<file path="src/rtl/adder_scheduler_pkg.sv">
// Shared types and the lane-split decode for the adder scheduler.
// Split controls are returned as {split32, split16}.
package adder_sched_pkg;

  typedef enum logic [1:0] {
    M32   = 2'd0,
    M16x2 = 2'd1,
    M8x4  = 2'd2,
    M64   = 2'd3
  } mode_t;

  typedef enum logic {
    IDLE = 1'b0,
    LOCK = 1'b1
  } state_t;

  // A 64-bit op runs as an unsplit 32-bit add on both beats.
  function automatic logic [1:0] mode_to_split(mode_t mode);
    logic [1:0] split;
    split = 2'b00;
    case (mode)
      M32:     split = 2'b00;
      M16x2:   split = 2'b10;
      M8x4:    split = 2'b11;
      M64:     split = 2'b00;
      default: split = 2'b00;
    endcase
    return split;
  endfunction

endpackage

</file>
<file path="src/rtl/rr_arbiter2.sv">
// Two-way round-robin arbiter. While lock is high only lock_id can be granted;
// advance moves the priority pointer past the current winner.
module rr_arbiter2 (
  input  logic       clk,
  input  logic       rst,
  input  logic [0:1] valid,
  input  logic       lock,
  input  logic       lock_id,
  input  logic       advance,
  output logic       grant_valid,
  output logic       grant_id
);

  logic prio;

  always_ff @(posedge clk or posedge rst) begin
    if (rst)
      prio <= 1'b0;
    else if (advance)
      prio <= ~grant_id;
  end

  always_comb begin
    grant_valid = 1'b0;
    grant_id    = prio;
    if (lock) begin
      grant_id    = lock_id;
      grant_valid = valid[lock_id];
    end else if (valid[0] && valid[1]) begin
      grant_id    = prio;
      grant_valid = 1'b1;
    end else if (valid[0]) begin
      grant_id    = 1'b0;
      grant_valid = 1'b1;
    end else if (valid[1]) begin
      grant_id    = 1'b1;
      grant_valid = 1'b1;
    end
  end

endmodule

</file>
<file path="src/rtl/thirtyTwoBitAdder.sv">
// Ripple-carry 32-bit adder; index 0 is least significant.
// Split32 cuts the carry into bit 16, Split16 cuts the carries into bits 8 and 24.
module thirtyTwoBitAdder (
  input  logic [0:31] A,
  input  logic [0:31] B,
  input  logic        Ci,
  input  logic        Split16,
  input  logic        Split32,
  output logic [0:31] S,
  output logic        Co
);

  always_comb begin
    logic carry;
    S     = '0;
    carry = Ci;
    for (int i = 0; i < 32; i++) begin
      if ((i == 16 && Split32) || ((i == 8 || i == 24) && Split16))
        carry = 1'b0;
      S[i]  = A[i] ^ B[i] ^ carry;
      carry = (A[i] & B[i]) | (carry & (A[i] ^ B[i]));
    end
    Co = carry;
  end

endmodule

</file>
<file path="src/rtl/adder_scheduler.sv">
// Shares one thirtyTwoBitAdder between two requesters with lane modes and a
// two-beat 64-bit add, holding a single registered result behind valid/ready.
module adder_scheduler
  import adder_sched_pkg::*;
#(
  parameter int NREQ = 2
) (
  input  logic                       clk,
  input  logic                       rst,
  input  logic [0:NREQ-1]            req_valid,
  output logic [0:NREQ-1]            req_ready,
  input  logic [0:NREQ-1][1:0]       req_mode,
  input  logic [0:NREQ-1][0:31]      req_A,
  input  logic [0:NREQ-1][0:31]      req_B,
  input  logic [0:NREQ-1]            req_Ci,
  output logic                       res_valid,
  input  logic                       res_ready,
  output logic [0:31]                res_S,
  output logic                       res_Co,
  output logic                       res_id,
  output logic                       res_last
);

  state_t      state, state_next;
  logic        lock_id;
  logic        carry_q;
  logic        grant_valid;
  logic        grant_id;
  logic        accept;
  logic        beat_last;
  logic        adder_ci;
  logic [1:0]  split;
  logic [0:31] sum;
  logic        co;
  mode_t       gmode;

  assign gmode  = mode_t'(req_mode[grant_id]);
  assign accept = grant_valid && (!res_valid || res_ready);

  rr_arbiter2 u_arb (
    .clk         (clk),
    .rst         (rst),
    .valid       (req_valid),
    .lock        (state == LOCK),
    .lock_id     (lock_id),
    .advance     (accept && beat_last),
    .grant_valid (grant_valid),
    .grant_id    (grant_id)
  );

  thirtyTwoBitAdder u_adder (
    .A       (req_A[grant_id]),
    .B       (req_B[grant_id]),
    .Ci      (adder_ci),
    .Split16 (split[0]),
    .Split32 (split[1]),
    .S       (sum),
    .Co      (co)
  );

  always_comb begin
    req_ready = '0;
    if (accept)
      req_ready[grant_id] = 1'b1;
  end

  // The second 64-bit beat ignores the requester's mode and carry-in.
  always_comb begin
    state_next = state;
    split      = 2'b00;
    adder_ci   = req_Ci[grant_id];
    beat_last  = 1'b1;
    case (state)
      IDLE: begin
        split = mode_to_split(gmode);
        if (gmode == M64) begin
          beat_last = 1'b0;
          if (accept)
            state_next = LOCK;
        end
      end
      LOCK: begin
        adder_ci = carry_q;
        if (accept)
          state_next = IDLE;
      end
      default: state_next = IDLE;
    endcase
  end

  always_ff @(posedge clk or posedge rst) begin
    if (rst)
      state <= IDLE;
    else
      state <= state_next;
  end

  always_ff @(posedge clk or posedge rst) begin
    if (rst) begin
      carry_q <= 1'b0;
      lock_id <= 1'b0;
    end else if (accept) begin
      if (state == IDLE && gmode == M64) begin
        carry_q <= co;
        lock_id <= grant_id;
      end else if (state == LOCK) begin
        carry_q <= 1'b0;
      end
    end
  end

  // A drain and a new accept in the same cycle simply reloads the register.
  always_ff @(posedge clk or posedge rst) begin
    if (rst) begin
      res_valid <= 1'b0;
      res_S     <= '0;
      res_Co    <= 1'b0;
      res_id    <= 1'b0;
      res_last  <= 1'b1;
    end else if (accept) begin
      res_valid <= 1'b1;
      res_S     <= sum;
      res_Co    <= co;
      res_id    <= grant_id;
      res_last  <= beat_last;
    end else if (res_ready) begin
      res_valid <= 1'b0;
    end
  end

endmodule

</file>
<file path="config.mk">
export PLATFORM = sky130hd
export DESIGN_NAME = adder_scheduler
export DESIGN_NICKNAME = d
export VERILOG_FILES = /design/src/rtl/adder_scheduler_pkg.sv /design/src/rtl/rr_arbiter2.sv /design/src/rtl/thirtyTwoBitAdder.sv /design/src/rtl/adder_scheduler.sv
export SDC_FILE = /design/constraint.sdc
export NUM_CORES = 1
export LEC_CHECK = 0
export CORE_MARGIN = 5
export CORE_UTILIZATION = 43
export CTS_CLUSTER_DIAMETER = 60
export CTS_CLUSTER_SIZE = 10
export DETAILED_ROUTE_END_ITERATION = 12
export PLACE_DENSITY = 0.87
export SYNTH_ARGS = -nofsm -noshare
export SYNTH_HDL_FRONTEND = slang
export SYNTH_HIERARCHICAL = 1
export SYNTH_SLANG_ARGS = --single-unit
</file>
<file path="constraint.sdc">
create_clock -name clk -period 23.5 [get_ports clk]
set_input_delay 5.875 -clock clk [delete_from_list [all_inputs] [get_ports clk]]
set_output_delay 5.875 -clock clk [all_outputs]
set_load 0.02 [all_outputs]
</file>
==> impl_metrics.py <==
metrics = {
    "grt": {
        "use_met2_pct": 33.0,
        "met1_usage_pct": 21.4,
        "antenna_found_initial": 0,
        "grt.total_usage_pct": 18.4,
        "grt_pass1_wl_mm": 14.1,
        "busiest_layer": "met2",
        "grt_max_degree": 41,
        "grt-ovfl-total": 0,
        "grt_pass1_vias": 2783,
        "grt_util_met3_pct": 6.03,
    },
    "yosys": {
        "synth_commonest_cells": "mux2_2, dfrtp_1, fa_1",
        "yosys-top-cells-area": "dfrtp_1, mux2_2, fa_1",
        "syn_inst": 234,
        "postSynthAreaPerCell_um2": 13.9,
        "synth.yosys.seq_area_share_pct": 30.7,
        "postSynth.asyncResetShare_pct": 100,
        "ys.flop_type": "dfrtp_1",
        "synth_warnings": 6,
        "yosys.area.top_type": "dfrtp_1",
        "synth_edf_count": 0,
        "synthesis.area_um2": 3260,
        "yosysMostFrequentCell": "mux2_2",
        "ys_types": 31,
        "synth_top_area_share_pct": 29.9,
        "ys_seq_elements": 40,
        "synth_fp_nets": 407,
    },
    "critical_path": {
        "r2r_setup_slack_ps": 8940,
        "path_max_fanout": 40,
        "slowest_delay_ps": 510,
        "setup.worst_path.start_class": "primary input",
        "cp_slowest_cell": "clkdlybuf4s50_1",
        "critPathTopFamily": "adder cells",
        "arrival_ps": 20540,
        "worst-path-stages": 43,
        "worstReg2RegEnd": "res_S[31]",
        "r2r-start": "state",
        "cpMostUsedCell": "fa_1",
        "rr_worst_depth": 41,
        "worstSetupStartpoint": "req_valid[1]",
        "path_buf_inv": 6,
        "endpoint_kind": "flop",
        "setup.worst_path.end": "res_S[31]",
        "worst-setup-path-type": "in2reg",
        "crit_required_ps": 23740,
    },
    "flow_run": {
        "maxCapViolCount": 0,
    },
    "finish": {
        "nets": 580,
        "antenna_cells": 0,
        "fill_cells": 531,
        "final_area_um2": 5180,
        "multi_input_area_um2": 2110,
        "regArea_um2": 1000,
        "drive_gt1_share_pct": 28.2,
        "synthToLayoutAreaGrowth_pct": 58.9,
    },
    "sta": {
        "finalSetupViolCount": 0,
        "max_slew_margin_pct": 44.2,
        "skew_ps": 4.78,
        "maxSlewViolCount": 0,
        "fmax_mhz": 49.3,
        "post-route-period-util_pct": 86.4,
        "period_minus_slack_ps": 20300,
        "rsz0062_at_grt": "no",
        "worst-slew-pin-transition_ps": 836,
        "finalHoldViolations": 0,
        "tns_ps": 0,
    },
    "pwr": {
        "powerDensity_nw_per_um2": 123,
        "p_leak_uw": 0.00215,
        "power_uw": 639,
        "peakVddDrop_mv": 0.0627,
    },
    "placement": {
        "dp_hpwl_mm": 7.20,
        "dpl_cell_area_um2": 5070,
        "gp_congestion": 0.843,
        "io_buffers": 176,
    },
    "die": {
        "core_area_um2": 7330,
        "die_h_um": 97.1,
        "initial_utilization_pct": 44.5,
        "io_pins": 177,
        "die_w_um": 97.1,
        "dieArea_um2": 9430,
        "rows": 31,
    },
    "clock_network": {
        "root_buffer": "clkbuf_8",
        "cts_resized": 0,
        "cts_buffer_depth": 2,
        "clk_pin_slew_ps": 80,
        "post_cts_buffers": 0,
        "numCtsBuffers": 5,
        "htree_num_levels": 2,
        "cts_tree": "done",
        "ctsHoldBuffers": 0,
        "clk_latency_ps": 290,
        "clock_sinks": 40,
    },
    "routing": {
        "wl_per_cell_um": 17.0,
        "drc": 0,
        "initialDrtViolationCount": 37,
        "ant_nets": 0,
        "firstDrtPassIters": 4,
        "wirelength_mm": 8.60,
        "routed_via_density": 4.82,
        "vias": 2443,
    },
    "status": {
        "status": "finished clean",
    },
    "worst_hold_path": {
        "hold_class": "reg2reg",
    },
}
==> metal layers <==
layer,wire [um],vias to the layer above
met1,3400,1173
li1,-,1152
met4,124,0
met3,649,12
met5,0,-
met2,4430,106
==> through the flow <==
step                hold WS [ps]  utilization (%)  std cells  worst slack [ps]
floorplan                    466                -        234              3900
global placement             463             69.2        499              3090
detailed placement           469             69.2        499              2830
CTS                          487             70.7        507              3150
global route                 509             70.7        507              2700
finish                       483             70.7        507              3200
==> registers in the layout (all words and copies together) (netlist names) <==
register    count
res_S          32
carry_q         1
res_last        1
res_id          1
lock_id         1
state           1
u_arb/prio      1
res_Co          1
res_valid       1
==> worst register-to-register path: cells and delay by family, from the launching register on <==
kind                     cells  cell delay (ps)
adder cells (fa/ha/maj)     30            11520
AO/OA/AOI/OAI                1              420
multiplexers                 2              560
flip-flops                   1              530
AND/OR/NAND/NOR              3              350
buffers and inverters        5             1110
==> how the worst min path moves through the flow <==
| stage | slack (ps) | startpoint | depth (start not counted) | endpoint |
|---|---|---|---|---|
| 4_1_cts | 490 | res_id | 1 | res_id |
| 2_1_floorplan | 470 | carry_q | 1 | carry_q |
| 3_5_place_dp | 470 | res_id | 1 | res_id |
| 6_report | 480 | res_id | 1 | res_id |
| 5_1_grt | 510 | res_id | 1 | res_id |
| 3_3_place_gp | 460 | res_id | 1 | res_id |
==> logic make-up (layout without fill, tap and decap cells) <==
logic type	after synthesis	count (layout)	share of synthesized area, %
and+or+nand+nor	18	18	3.37
adders and majority gates	34	34	20.4
AOI/OAI and AO/OA	13	13	2.57
DFF	40	40	30.7
buffers and inverters	28	202	5.06
muxes	101	101	37.9
==> cell type report <==
class	instances	share of cell area (%)
repair buffers	178	34.3
inverters	16	1.16
clock buffers	5	1.33
well taps	99	2.39
flip-flops and latches	40	19.3
multi-input cells	166	40.7
clock inverters	3	0.821
==> placed cells by master (no fill, tap or decap), drive strengths merged, types with 2 or more instances in the layout <==
| cell | netlist | routed |
|---|---|---|
| clkdlybuf4s50 | 0 | 176 |
| mux2 | 99 | 99 |
| dfrtp | 39 | 39 |
| fa | 32 | 32 |
| inv | 16 | 16 |
| clkbuf | 1 | 5 |
| nor2b | 4 | 4 |
| nor2 | 4 | 4 |
| a21oi | 4 | 4 |
| nand2 | 3 | 3 |
| mux2i | 2 | 2 |
| o21ai | 2 | 2 |
| ha | 2 | 2 |
| buf | 11 | 2 |
| o31ai | 2 | 2 |
==> power breakdown <==
group | leakage, uW | internal [uW] | switching [uW]
Clock | 0.0000541 | 31.4 | 25.3
Sequential | 0.000468 | 107 | 21.9
Combinational | 0.00163 | 258 | 196
Total | 0.00215 | 396 | 243
Note: power is estimated with default switching activity, not from simulation.
